## config.mk

```make
export PLATFORM = sky130hd
export DESIGN_NAME = conv1d_stream_engine
export DESIGN_NICKNAME = d
export VERILOG_FILES = /design/src/rtl/conv1d_stream_engine.sv
export SDC_FILE = /design/constraint.sdc
export NUM_CORES = 2
export LEC_CHECK = 0
export ABC_CLOCK_PERIOD_IN_PS = 32100
export CAP_MARGIN = 10
export CORE_ASPECT_RATIO = 2
export CORE_MARGIN = 4
export CORE_UTILIZATION = 55
export CTS_BUF_LIST = sky130_fd_sc_hd__clkbuf_2
export DETAILED_ROUTE_END_ITERATION = 10
export PLACE_DENSITY = 0.7
export SETUP_SLACK_MARGIN = 0.05
export SYNTH_ARGS = -nofsm -noshare
export SYNTH_HDL_FRONTEND = slang
export SYNTH_SLANG_ARGS = --single-unit
```

## constraint.sdc

```tcl
create_clock -name clk -period 32.1 [get_ports clk]
set_input_delay 6.42 -clock clk [delete_from_list [all_inputs] [get_ports clk]]
set_output_delay 6.42 -clock clk [all_outputs]
set_load 0.02 [all_outputs]
```

## src/rtl/conv1d_stream_engine.sv

```systemverilog
// Streaming 1-D signed convolution engine: runtime kernel, full/valid modes, NUM_LANES MACs per cycle.
// Optional macro CONV_SAT_EN clamps results to the DATA_W range and raises out_sat.
module conv1d_stream_engine #(
  parameter int DATA_W    = 16,
  parameter int MAX_TAPS  = 16,
  parameter int NUM_LANES = 4,
  parameter int LEN_W     = 16,
  parameter int ACC_W     = 2*DATA_W+$clog2(MAX_TAPS)+1
) (
  input  logic                          clk,
  input  logic                          reset,
  input  logic                          k_wr_en,
  input  logic [$clog2(MAX_TAPS)-1:0]   k_wr_addr,
  input  logic signed [DATA_W-1:0]      k_wr_data,
  input  logic                          start,
  input  logic [$clog2(MAX_TAPS):0]     cfg_taps,
  input  logic [LEN_W-1:0]              cfg_len,
  input  logic                          cfg_full,
  input  logic                          in_valid,
  output logic                          in_ready,
  input  logic signed [DATA_W-1:0]      in_data,
  output logic                          out_valid,
  input  logic                          out_ready,
  output logic signed [ACC_W-1:0]       out_data,
  output logic                          out_sat,
  output logic                          busy,
  output logic                          done
);
  localparam int AW = $clog2(MAX_TAPS);
  localparam int TW = AW + 1;
  localparam int IW = TW + 1;
  localparam int PW = 2 * DATA_W;
  localparam int CW = LEN_W + TW;

  typedef enum logic [2:0] {S_IDLE, S_LOAD, S_MAC, S_EMIT, S_FLUSH, S_FIN} state_t;

  state_t state, state_next;

  logic signed [DATA_W-1:0] h   [MAX_TAPS];
  logic signed [DATA_W-1:0] win [MAX_TAPS];

  logic [TW-1:0]           taps_reg, mac_last, mac_cnt, flush_rem, taps_clamped;
  logic [LEN_W-1:0]        len_reg, cnt, cnt_inc;
  logic                    full_reg;
  logic signed [ACC_W-1:0] acc, lane_sum;
  logic                    shift_in, shift_zero, emit_now;
  logic [IW-1:0]           base;
  logic signed [PW-1:0]    prod [NUM_LANES];

  always_comb begin
    if (cfg_taps == '0)
      taps_clamped = TW'(1);
    else if (cfg_taps > TW'(MAX_TAPS))
      taps_clamped = TW'(MAX_TAPS);
    else
      taps_clamped = cfg_taps;
  end

  assign cnt_inc  = cnt + LEN_W'(1);
  assign emit_now = full_reg || (CW'(cnt_inc) >= CW'(taps_reg));
  assign base     = IW'(mac_cnt) * IW'(NUM_LANES);

  // Lane gi handles tap index base+gi; taps beyond the configured count contribute zero.
  generate
    for (genvar gi = 0; gi < NUM_LANES; gi++) begin : g_lane
      logic [IW-1:0]        k;
      logic [AW-1:0]        ka;
      logic signed [PW-1:0] mul;
      assign k   = base + IW'(gi);
      assign ka  = k[AW-1:0];
      assign mul = win[ka] * h[ka];
      assign prod[gi] = (k < IW'(taps_reg)) ? mul : {PW{1'b0}};
    end
  endgenerate

  always_comb begin
    lane_sum = '0;
    for (int j = 0; j < NUM_LANES; j++)
      lane_sum = lane_sum + {{(ACC_W-PW){prod[j][PW-1]}}, prod[j]};
  end

  always_comb begin
    state_next = state;
    in_ready   = 1'b0;
    out_valid  = 1'b0;
    done       = 1'b0;
    busy       = 1'b1;
    shift_in   = 1'b0;
    shift_zero = 1'b0;
    case (state)
      S_IDLE: begin
        busy = 1'b0;
        if (start)
          state_next = (cfg_len == '0) ? S_FIN : S_LOAD;
      end
      S_LOAD: begin
        in_ready = 1'b1;
        if (in_valid) begin
          shift_in = 1'b1;
          if (emit_now)
            state_next = S_MAC;
          else if (cnt_inc == len_reg)
            state_next = S_FIN;
        end
      end
      S_FLUSH: begin
        shift_zero = 1'b1;
        state_next = S_MAC;
      end
      S_MAC: begin
        if (mac_cnt == mac_last)
          state_next = S_EMIT;
      end
      S_EMIT: begin
        out_valid = 1'b1;
        if (out_ready) begin
          if (cnt != len_reg)
            state_next = S_LOAD;
          else if (flush_rem != '0)
            state_next = S_FLUSH;
          else
            state_next = S_FIN;
        end
      end
      S_FIN: begin
        busy       = 1'b0;
        done       = 1'b1;
        state_next = S_IDLE;
      end
      default: state_next = S_IDLE;
    endcase
  end

  always_ff @(posedge clk or negedge reset) begin
    if (!reset) begin
      state     <= S_IDLE;
      taps_reg  <= '0;
      mac_last  <= '0;
      mac_cnt   <= '0;
      flush_rem <= '0;
      len_reg   <= '0;
      cnt       <= '0;
      full_reg  <= 1'b0;
      acc       <= '0;
      for (int i = 0; i < MAX_TAPS; i++) begin
        h[i]   <= '0;
        win[i] <= '0;
      end
    end else begin
      state <= state_next;
      if (state == S_IDLE && k_wr_en && ({1'b0, k_wr_addr} < TW'(MAX_TAPS)))
        h[k_wr_addr] <= k_wr_data;
      if (state == S_IDLE && start) begin
        taps_reg  <= taps_clamped;
        len_reg   <= cfg_len;
        full_reg  <= cfg_full;
        cnt       <= '0;
        mac_last  <= TW'((taps_clamped - TW'(1)) / TW'(NUM_LANES));
        flush_rem <= cfg_full ? (taps_clamped - TW'(1)) : '0;
        for (int i = 0; i < MAX_TAPS; i++)
          win[i] <= '0;
      end
      // Newest sample lives in win[0]; flush shifts push zeros behind the last sample.
      if (shift_in || shift_zero) begin
        for (int i = MAX_TAPS-1; i > 0; i--)
          win[i] <= win[i-1];
        win[0] <= shift_in ? in_data : '0;
      end
      if (shift_in)
        cnt <= cnt_inc;
      if (shift_zero)
        flush_rem <= flush_rem - TW'(1);
      if ((shift_in && emit_now) || shift_zero) begin
        acc     <= '0;
        mac_cnt <= '0;
      end else if (state == S_MAC) begin
        acc     <= acc + lane_sum;
        mac_cnt <= mac_cnt + TW'(1);
      end
    end
  end

`ifdef CONV_SAT_EN
  localparam logic signed [ACC_W-1:0] SAT_MAX = {{(ACC_W-DATA_W+1){1'b0}}, {(DATA_W-1){1'b1}}};
  localparam logic signed [ACC_W-1:0] SAT_MIN = {{(ACC_W-DATA_W+1){1'b1}}, {(DATA_W-1){1'b0}}};
  always_comb begin
    out_data = acc;
    out_sat  = 1'b0;
    if (acc > SAT_MAX) begin
      out_data = SAT_MAX;
      out_sat  = (state == S_EMIT);
    end else if (acc < SAT_MIN) begin
      out_data = SAT_MIN;
      out_sat  = (state == S_EMIT);
    end
  end
`else
  assign out_data = acc;
  assign out_sat  = 1'b0;
`endif

endmodule

```

==> metrics <==
FF+latch count, synth=603; total wire length=225.3 mm; yosys synthesis warning count=0; maximum clock path buffer count=3; WS Path Type=flip-flop to flip-flop; post-route DRC violation count=0; setup TNS=0 ns; main flop type after synthesis=dfrtp_1; Die H=513.9 um; final hold vios=0; pre-CTS setup slack=18.72 ns; setup ws final=18.86 ns; global-route wire length before repair=341.8 mm; Post-CTS Setup Inserts=0; largest net degree at the start of global routing=180; routability congestion estimate=0.9713; Inserted Clock Buffers=139; Routed WL per cell=25.68 um; fin crit share=0.4125; DRT Pass-1 Iters=8; CORE AREA=0.1271 mm^2; Total GRT Usage=0.3461; share of layout cells above drive strength 1=0.1046; Clock Latency Late Sink=1.60 ns; gr ovfl total=0; H-tree depth=4; Worst EP arrival=14.72 ns; skew final=0.2849 ns; die area=0.1341 mm^2; top achievable clock speed=75.52 MHz; commonest cells after routing, fill and taps aside=inv_1, fa_1, nand2_1; worst-margin pin slew=1.418 ns; outcome=completed; synthesized net count=8559; Setup crit start kind=flip-flop; Max-cap violations=0; num ports=106; Die Wd=261.0 um; Sinks on Clock Net=603; final slew viol count=0; Worst Path Buf+Inv=9; FFs w/ async S/R, synth=1.000; RSZ-0062 raised after global routing=no; number of synthesized flops with an enable pin=0; Yosys cell types=78; # setup viols final=0; Post-Syn Instances=6962; commonest non-fill, non-tap cell in the layout=inv_1; TritonCTS clock tree=yes; initial core utilization=0.5539; I/O Buffers=104; Top Family by Delay on Critical Path=adder cells; DP HPWL=177.8 mm; fin cells=8774; placed cells=8527; # rows=185; hold buffer count at CTS=0; worst hold path class=flip-flop to flip-flop; CP required=33.58 ns; fin crit period=13.24 ns; most frequent cell on the critical path=fa_1; CTS root buffer=clkbuf_2; vias in the first global route=57680; vias per inst=5.907; initial DRC count=3697; clock transition at the registers of the reported paths=0.12 ns; CTS-repair resized insts=0; CP Max Fanout=59; initial antenna violation count=9; vias=51830; normalized max-slew margin=0.05470; Slowest-stage cell, CP=buf_4; Synth-to-Final Area Change=5.678%; Routed Antenna Nets=0; cell area after synthesis=0.07038 mm^2; crit end category=flip-flop; Nets=8584; Hold Slack=0.4820 ns; Max stage delay on crit path=0.86 ns; mean post-synth cell area=10.11 um^2; register area share after synthesis=0.2144
[worst paths after layout]
check	start	end	slack [ns]	depth (start not counted)
setup / recovery	mac_cnt[1]	out_data[36]	18.86	42
min in group asynchronous	reset	out_data[10]	4.86	1
hold reg to reg	win[190]	win[174]	0.48	1
setup reg to reg	mac_cnt[1]	out_data[36]	18.86	42
hold / removal	win[190]	win[174]	0.48	1
max in group asynchronous	reset	h[53]	23.71	4
[routing by layer]
metal  wire [um]  vias to the layer above  global-route usage
li1            -                    22070                   -
met1       70540                    26850              0.3462
met2      113300                     2050              0.5928
met3       13650                      855             0.06434
met4       27830                        2              0.3319
met5          13                        -                   0
[cell usage after synthesis, drive strengths merged, types with 128 or more instances]
library cell / instances / area [um^2]
nor2: 396 / 1494
inv: 1333 / 5004
dfrtp: 603 / 15090
xnor2: 141 / 1235
fa: 1155 / 23120
mux2: 337 / 3795
ha: 378 / 4730
a21oi: 137 / 685.7
clkbuf: 255 / 957.2
and2: 128 / 800.8
a22o: 266 / 2330
o21ai: 189 / 945.9
nand2: 773 / 2909
[stage by stage]
step	util	instance area [um^2]
final	0.5853	74380
after global routing	0.5853	74370
after CTS	0.5850	74350
after detailed placement	0.5747	73030
after global placement	0.5747	73030
after floorplan	-	70380
[cell families after synthesis]
family	Yosys count	synth area share
flops	603	0.2144
compound gates	859	0.08554
mux	468	0.08446
simple gates	1658	0.1061
buf+inv	1631	0.08750
fa+ha+maj	1534	0.3959
xor+xnor	208	0.02608
other cells	1	0.00005328
[final cells by class]
| type | count | area (um^2) |
|---|---|---|
| Inverter | 1333 | 5004 |
| Fill cell | 10890 | 52700 |
| Clock buffer | 189 | 945.9 |
| Timing Repair Buffer | 182 | 1654 |
| Sequential cell | 603 | 15100 |
| Multi-Input combinational cell | 4728 | 49190 |
| Antenna cell | 8 | 20.02 |
| Clock inverter | 48 | 366.6 |
| Tap cell | 1683 | 2106 |
Power is not shown: default switching activity piles up to over one toggle a cycle in this logic, so the estimate is an artifact.
